$ cat src/rtl/store_write_responder.sv
// store_write_responder: store-issue responder; cache hits write the data array, MMIO goes through a one-outstanding FSM.
// Optional STORE_RESP_PERF_EN adds 32-bit hit/miss/MMIO ack counters.
module store_write_responder #(
    parameter  int NUM_EVICTED = 4,
    parameter  int NONCE_W     = 2,
    parameter  int LINE_W      = 128,
    parameter  int WAYS        = 4,
    localparam int ID_W        = $clog2(NUM_EVICTED),
    localparam int WAY_W       = $clog2(WAYS),
    localparam int MASK_W      = LINE_W / 8
) (
    input  logic               clk,
    input  logic               rst,
    input  logic               IN_uopSt_valid,
    input  logic [ID_W-1:0]    IN_uopSt_id,
    input  logic [NONCE_W-1:0] IN_uopSt_nonce,
    input  logic [31:0]        IN_uopSt_addr,
    input  logic [LINE_W-1:0]  IN_uopSt_data,
    input  logic [MASK_W-1:0]  IN_uopSt_wmask,
    input  logic               IN_uopSt_isMMIO,
    output logic               OUT_stallSt,
    input  logic               IN_cacheBusy,
    output logic               OUT_tagReq_valid,
    output logic [31:0]        OUT_tagReq_addr,
    input  logic               IN_tagHit,
    input  logic [WAY_W-1:0]   IN_tagWay,
    output logic               OUT_dataWr_valid,
    output logic [31:0]        OUT_dataWr_addr,
    output logic [WAY_W-1:0]   OUT_dataWr_way,
    output logic [LINE_W-1:0]  OUT_dataWr_data,
    output logic [MASK_W-1:0]  OUT_dataWr_wmask,
    output logic               OUT_missReq_valid,
    output logic [31:0]        OUT_missReq_addr,
    output logic               OUT_mmio_valid,
    input  logic               IN_mmio_ready,
    output logic [31:0]        OUT_mmio_addr,
    output logic [LINE_W-1:0]  OUT_mmio_data,
    output logic [MASK_W-1:0]  OUT_mmio_wmask,
    input  logic               IN_mmio_done,
    input  logic               IN_mmio_err,
    output logic               OUT_stAck_valid,
    output logic [ID_W-1:0]    OUT_stAck_idx,
    output logic [NONCE_W-1:0] OUT_stAck_nonce,
    output logic               OUT_stAck_fail,
    output logic               OUT_busErr
`ifdef STORE_RESP_PERF_EN
   ,output logic [31:0]        OUT_perfHits,
    output logic [31:0]        OUT_perfMisses,
    output logic [31:0]        OUT_perfMmio
`endif
);
    typedef enum logic [1:0] {IDLE, REQ, RESP} state_t;

    state_t             state_q, state_d;
    logic               s1_valid_q, s1_mmio_q;
    logic [ID_W-1:0]    s1_id_q, m_id_q;
    logic [NONCE_W-1:0] s1_nonce_q, m_nonce_q;
    logic [31:0]        s1_addr_q, m_addr_q;
    logic [LINE_W-1:0]  s1_data_q, m_data_q;
    logic [MASK_W-1:0]  s1_mask_q, m_mask_q;
    logic               ack_valid_q, ack_fail_q, bus_err_q;
    logic [ID_W-1:0]    ack_idx_q;
    logic [NONCE_W-1:0] ack_nonce_q;
    logic               accept, cache_ack, mmio_start, mmio_fin;

    // Tag request is gated by reset so no lookup escapes while rst is asserted.
    assign OUT_stallSt      = IN_cacheBusy | (s1_valid_q & s1_mmio_q) | (state_q != IDLE);
    assign accept           = rst & IN_uopSt_valid & ~OUT_stallSt;
    assign OUT_tagReq_valid = accept & ~IN_uopSt_isMMIO;
    assign OUT_tagReq_addr  = IN_uopSt_addr;
    assign cache_ack        = s1_valid_q & ~s1_mmio_q;
    assign mmio_start       = s1_valid_q & s1_mmio_q;

    assign OUT_dataWr_valid  = cache_ack & IN_tagHit;
    assign OUT_dataWr_addr   = s1_addr_q;
    assign OUT_dataWr_way    = IN_tagWay;
    assign OUT_dataWr_data   = s1_data_q;
    assign OUT_dataWr_wmask  = s1_mask_q;
    assign OUT_missReq_valid = cache_ack & ~IN_tagHit;
    assign OUT_missReq_addr  = s1_addr_q;

    assign OUT_mmio_addr  = m_addr_q;
    assign OUT_mmio_data  = m_data_q;
    assign OUT_mmio_wmask = m_mask_q;

    assign OUT_stAck_valid = ack_valid_q;
    assign OUT_stAck_idx   = ack_idx_q;
    assign OUT_stAck_nonce = ack_nonce_q;
    assign OUT_stAck_fail  = ack_fail_q;
    assign OUT_busErr      = bus_err_q;

    always_ff @(posedge clk or negedge rst) begin
        if (!rst) state_q <= IDLE;
        else      state_q <= state_d;
    end

    always_comb begin
        state_d = state_q;
        case (state_q)
            IDLE:    state_d = mmio_start ? REQ : IDLE;
            REQ:     state_d = IN_mmio_ready ? (IN_mmio_done ? IDLE : RESP) : REQ;
            RESP:    state_d = IN_mmio_done ? IDLE : RESP;
            default: state_d = IDLE;
        endcase
    end

    // A same-cycle ready+done in REQ completes the write without visiting RESP.
    always_comb begin
        OUT_mmio_valid = state_q == REQ;
        mmio_fin       = IN_mmio_done & ((state_q == RESP) | ((state_q == REQ) & IN_mmio_ready));
    end

    always_ff @(posedge clk or negedge rst) begin
        if (!rst) begin
            s1_valid_q  <= 1'b0;
            ack_valid_q <= 1'b0;
            bus_err_q   <= 1'b0;
        end else begin
            s1_valid_q  <= accept;
            ack_valid_q <= cache_ack | mmio_fin;
            bus_err_q   <= mmio_fin & IN_mmio_err;
        end
    end

    always_ff @(posedge clk) begin
        if (accept) begin
            s1_mmio_q  <= IN_uopSt_isMMIO;
            s1_id_q    <= IN_uopSt_id;
            s1_nonce_q <= IN_uopSt_nonce;
            s1_addr_q  <= IN_uopSt_addr;
            s1_data_q  <= IN_uopSt_data;
            s1_mask_q  <= IN_uopSt_wmask;
        end
        if (mmio_start && state_q == IDLE) begin
            m_id_q    <= s1_id_q;
            m_nonce_q <= s1_nonce_q;
            m_addr_q  <= s1_addr_q;
            m_data_q  <= s1_data_q;
            m_mask_q  <= s1_mask_q;
        end
        ack_idx_q   <= mmio_fin ? m_id_q : s1_id_q;
        ack_nonce_q <= mmio_fin ? m_nonce_q : s1_nonce_q;
        ack_fail_q  <= ~mmio_fin & ~IN_tagHit;
    end

`ifdef STORE_RESP_PERF_EN
    logic [31:0] hits_q, misses_q, mmio_q;

    assign OUT_perfHits   = hits_q;
    assign OUT_perfMisses = misses_q;
    assign OUT_perfMmio   = mmio_q;

    // Counted when the ack is registered, so each counter moves with its ack.
    always_ff @(posedge clk or negedge rst) begin
        if (!rst) begin
            hits_q   <= 32'd0;
            misses_q <= 32'd0;
            mmio_q   <= 32'd0;
        end else begin
            hits_q   <= hits_q + {31'd0, cache_ack & IN_tagHit};
            misses_q <= misses_q + {31'd0, cache_ack & ~IN_tagHit};
            mmio_q   <= mmio_q + {31'd0, mmio_fin};
        end
    end
`endif
endmodule

$ cat config.mk
export PLATFORM = sky130hd
export DESIGN_NAME = store_write_responder
export DESIGN_NICKNAME = d
export VERILOG_FILES = /design/src/rtl/store_write_responder.sv
export SDC_FILE = /design/constraint.sdc
export NUM_CORES = 1
export LEC_CHECK = 0
export ABC_AREA = 1
export BUFFER_PORTS_ARGS = -buffer_cell sky130_fd_sc_hd__buf_4
export CAP_MARGIN = 25
export CORE_AREA = 2 2 243 245
export DETAILED_ROUTE_END_ITERATION = 10
export DIE_AREA = 0 0 245 247
export MAX_ROUTING_LAYER = met4
export RECOVER_POWER = 50
export SYNTH_ARGS = -nofsm -noshare
export SYNTH_HDL_FRONTEND = slang
export SYNTH_SLANG_ARGS = --single-unit
$ cat constraint.sdc
create_clock -name clk -period 9.6 [get_ports clk]
set_clock_uncertainty 0.2 [all_clocks]
set_input_delay 0.96 -clock clk [delete_from_list [all_inputs] [get_ports clk]]
set_output_delay 0.96 -clock clk [all_outputs]
set_load 0.05 [all_outputs]
Yosys cells after proc, flatten, opt, wreduce, memory -nomap -nowiden:

Cells that the tools add are included.

* flip-flop bits (word level): 371
* word-level logic and storage cells: 49
* output and inout bits: 430
* bits of input ports: 191

* bitwise logic cells: 20
* multiplexer cells: 6
* reductions and logical operators: 3
* equality and inequality tests: 2

Operators by type and width (number)
* AND 1 bit: 11
* 2-to-1 mux 2 bit: 4
* case mux 2 bit (3 select lines): 1
* NOT 1 bit: 5
* OR 1 bit: 4
* equality test 2 x 1 -> 1 bit, second input constant: 1
* equality test 2 bit, second input constant: 1
* zero test 2 bit: 1
* nonzero test 2 bit: 1
* logical AND 1 bit: 1
* 2-to-1 mux 1 bit: 1

Depth between registers and ports, before layout:

* depth after elaboration: 6
* depth in mapped cells: 6
* mapped depth without buffers: 6

Worst setup path before layout:

No wires, ideal clock.

* path kind: input -> register
* start point: input IN_cacheBusy
* end point: register s1_valid_q
* path buffers: 0
* setup time: 911 ps
* data required time: 8489 ps
* cell stages on the path: 3
* path slack: -822 ps
* data arrival time: 9311 ps
* cell sequence: inv_1 nand4_1 nor2_1

* cells in the longest elaborated chain, start to end: 4

RTL lines
* start: declaration: RTL line 22 `input logic IN_cacheBusy,`
* OR 1 bit (2 in a row): RTL line 67 `assign OUT_stallSt = IN_cacheBusy | (s1_valid_q & s1_mmio_q) | (state_q != IDLE);`
* named net OUT_stallSt: RTL line 21 `output logic OUT_stallSt,`
* NOT 1 bit: RTL line 68 `assign accept = rst & IN_uopSt_valid & ~OUT_stallSt;`
* AND 1 bit: RTL line 68
* named net accept: RTL line 64 `logic accept, cache_ack, mmio_start, mmio_fin;`
* end signal: assignment: RTL line 119 `s1_valid_q <= accept;`
* end: declaration: RTL line 55 `logic s1_valid_q, s1_mmio_q;`

The timed path passes the listed nets, and every way through them passes these cells.
A chain may end at the register's enable or synchronous reset.

Worst setup path in the final report:

* start point: input rst
* end point: register s1_data_q[107] (netlist: OUT_dataWr_data[107]), enable pin

* cells in the longest elaborated chain, start to end: 2

RTL lines
* start: declaration: RTL line 13 `input logic rst,`
* AND 1 bit (2 in a row): RTL line 68
* named net accept: RTL line 64
* end signal: assignment: RTL line 131 `s1_data_q <= IN_uopSt_data;`
* end: declaration: RTL line 59 `logic [LINE_W-1:0] s1_data_q, m_data_q;`

The timed path passes the listed nets, and every way through them passes these cells.

==> flow_metrics.env <==
export IMPL_grt_max_degree=74
export IMPL_min_period_ns=4.89
export IMPL_tns_ns=0
export IMPL_hp_class="reg -> reg"
export IMPL_globalRouteMet2Util=0.169
export IMPL_tightest_slew_ns=3.02
export IMPL_cts_resized=0
export IMPL_gp_congestion=0.813
export IMPL_postLayoutCellArea_um2=17500
export IMPL_core_rowCount=89
export IMPL_dr_first_iter_drc_count=285
export IMPL_ys_seq_area_frac=0.942
export IMPL_clk_insertion_delay_late_ns=0.55
export IMPL_power_density_nw_per_um2=212
export IMPL_crit_fanout=73
export IMPL_initial_core_util=0.202
export IMPL_vias_per_cell=3.53
export IMPL_critPathLaunch="rst"
export IMPL_path_class="in -> reg"
export IMPL_ys_ff_latch=371
export IMPL_synth_edf_count=361
export IMPL_cts_root_buf="clkbuf_16"
export IMPL_async_flop_share=0.0135
export IMPL_ant_nets=0
export IMPL_grt_pass1_wl_um=45500
export IMPL_combPwrFrac=0.084
export IMPL_synth_top_area_frac=0.923
export IMPL_gr_usage_met1=0.124
export IMPL_nets=1268
export IMPL_intPower_mw=2.84
export IMPL_min_from="OUT_dataWr_wmask[7]"
export IMPL_clock_path_buffers=3
export IMPL_holdWs_ns=0.243
export IMPL_syn_area_um2=11700
export IMPL_total_power_mw=3.71
export IMPL_die_area_um2=60500
export IMPL_h_tree_depth=2
export IMPL_clkPwrFrac=0.420
export IMPL_holdBufCountCts=1
export IMPL_setup_viol=0
export IMPL_drc=0
export IMPL_area_growth_pct=49.3
export IMPL_fmax_ghz=0.204
export IMPL_worstPathRequired_ns=9.56
export IMPL_die_y_um=247
export IMPL_dpl_worst_slack_ns=6.03
export IMPL_grt_total_usage=0.106
export IMPL_drt_wl_total_um=33100
export IMPL_min_path_cells=0
export IMPL_grt_setup_unrepaired="false"
export IMPL_syn_inst=476
export IMPL_netSwitchingFraction=0.234
export IMPL_clock_sinks=371
export IMPL_cp_end_kind="register"
export IMPL_ir_worst_vdd_mv=0.157
export IMPL_drtPass1Iterations=4
export IMPL_slew_viol_final=92
export IMPL_cts_clk_slew_worst_paths_ns=0.06
export IMPL_relSlewSlack=-1.02
export IMPL_ys_warn_count=0
export IMPL_p_leak_nw=6.44
export IMPL_vias=6640
export IMPL_synth_cell_types=17
export IMPL_syn_nets=667
export IMPL_hold_viol=0
export IMPL_io_buffer_count=616
export IMPL_numCtsBuffers=42
export IMPL_cp_arrival_ns=4.85
export IMPL_grt_util_met3=0.0407
export IMPL_antenna_found_initial=2
export IMPL_switchingPower_mw=0.868
export IMPL_finalCritPeriodShare=0.509
export IMPL_tritoncts="built"
export IMPL_ys_flop_type="edfxtp_1"
export IMPL_reg2reg_from="state_q[0]"
export IMPL_synth_area_per_cell_um2=24.7
export IMPL_ys_top_cells_by_area="edfxtp_1 (92%), buf_4 (4.2%), dfrtp_1 (1.1%)"
export IMPL_drive_above_1_share=0.447
export IMPL_dpl_instance_area_um2=16900
export IMPL_cap_violations=2
export IMPL_coreArea_um2=58200
export IMPL_outcome="finished, violations left"
export IMPL_reg2reg_depth=5
export IMPL_top_usage_layer="met2"
export IMPL_grt_pass1_vias=6921
export IMPL_seq_power_share=0.496
export IMPL_hpwl_um=24600
export IMPL_fin_ws_ns=4.71
export IMPL_violations="capacitance limit, slew limit"
export IMPL_gr_total_overflow=0
export IMPL_wl_per_cell_um=17.6
export IMPL_die_w_um=245
export IMPL_top_level_ports=621
export IMPL_cts_setup_buffers=0
export IMPL_critPathLaunchType="input port"
export IMPL_synth_top_area_cell="edfxtp_1"
cells by family after synthesis:
kind of cell           count (synthesis)  share of synthesized area
AND/OR/NAND/NOR                       29                     0.0122
AO/OA/AOI/OAI                          3                    0.00138
flip-flops                           371                      0.942
buffers and inverters                 73                     0.0444
through the flow:
| step | std cells | utilization |
|---|---|---|
| floorplan | 476 | - |
| global route | 1883 | 0.301 |
| finish | 1883 | 0.301 |
| detailed placement | 1805 | 0.290 |
| CTS | 1881 | 0.313 |
| global placement | 1805 | 0.290 |
registers in the layout (all words and copies together) (netlist names), 16 cells and up:
signal,count
OUT_dataWr_wmask,16
OUT_mmio_addr,32
OUT_dataWr_addr,32
OUT_mmio_wmask,16
OUT_dataWr_data,128
OUT_mmio_data,128
worst max-delay path: stages:
cell and delay, ns:
dlygate4sd3_1 0.52, clkbuf_1 0.27, nand2_1 0.17, nor2_4 0.12
clkbuf_1 1.70, buf_4 0.95
power by group through the flow:
stage,clock [mW],sequential [mW],combinational [mW]
after floorplan,0,2.00,0.0796
after global placement,0,1.87,0.330
after detailed placement,0,1.87,0.333
after CTS,1.62,1.84,0.334
after global routing,1.68,1.84,0.325
final,1.56,1.84,0.311
metal layers:
layer	vias to the layer above	routed length [um]
met5	-	0
met4	0	771
met3	53	3050
met2	359	16300
met1	3242	13000
li1	2986	-
final timing paths:
kind	end	slack, ns
max	OUT_dataWr_data[107]	4.71
min	OUT_mmio_wmask[7]	0.24
max reg2reg	OUT_mmio_addr[0]	5.12
min reg2reg	OUT_mmio_wmask[7]	0.24
max in group asynchronous	state_q[0]	8.35
min in group asynchronous	OUT_stAck_valid	0.62
cells in the final DEF, fill, tap and decap left out, drive strengths merged, types with 3 or more instances in the layout:
cell,count
edfxtp,361
nand2,16
bufinv,3
clkinv,14
buf,279
clkbuf,398
nand3,5
nor2,6
dfxtp,5
dfrtp,5
inv,9
synth_stat cells (2+ instances only):
cell type,count
dfrtp_1,5
edfxtp_1,361
a21oi_1,2
nor2_1,5
dfxtp_1,5
nand2_1,13
nand3_1,4
inv_1,6
buf_4,66
nand2_4,2
layout make-up:
type                    instances  area, um2
fillers                      5872      40700
flip-flops and latches        371      11100
repair buffers                623       3980
clock buffers                  55       1160
well taps                     773        967
clock inverters                20        173
multi-input cells              32        158
inverters                       7       26.3
diodes                          2       5.00
Power figures use the tool's default switching activity.
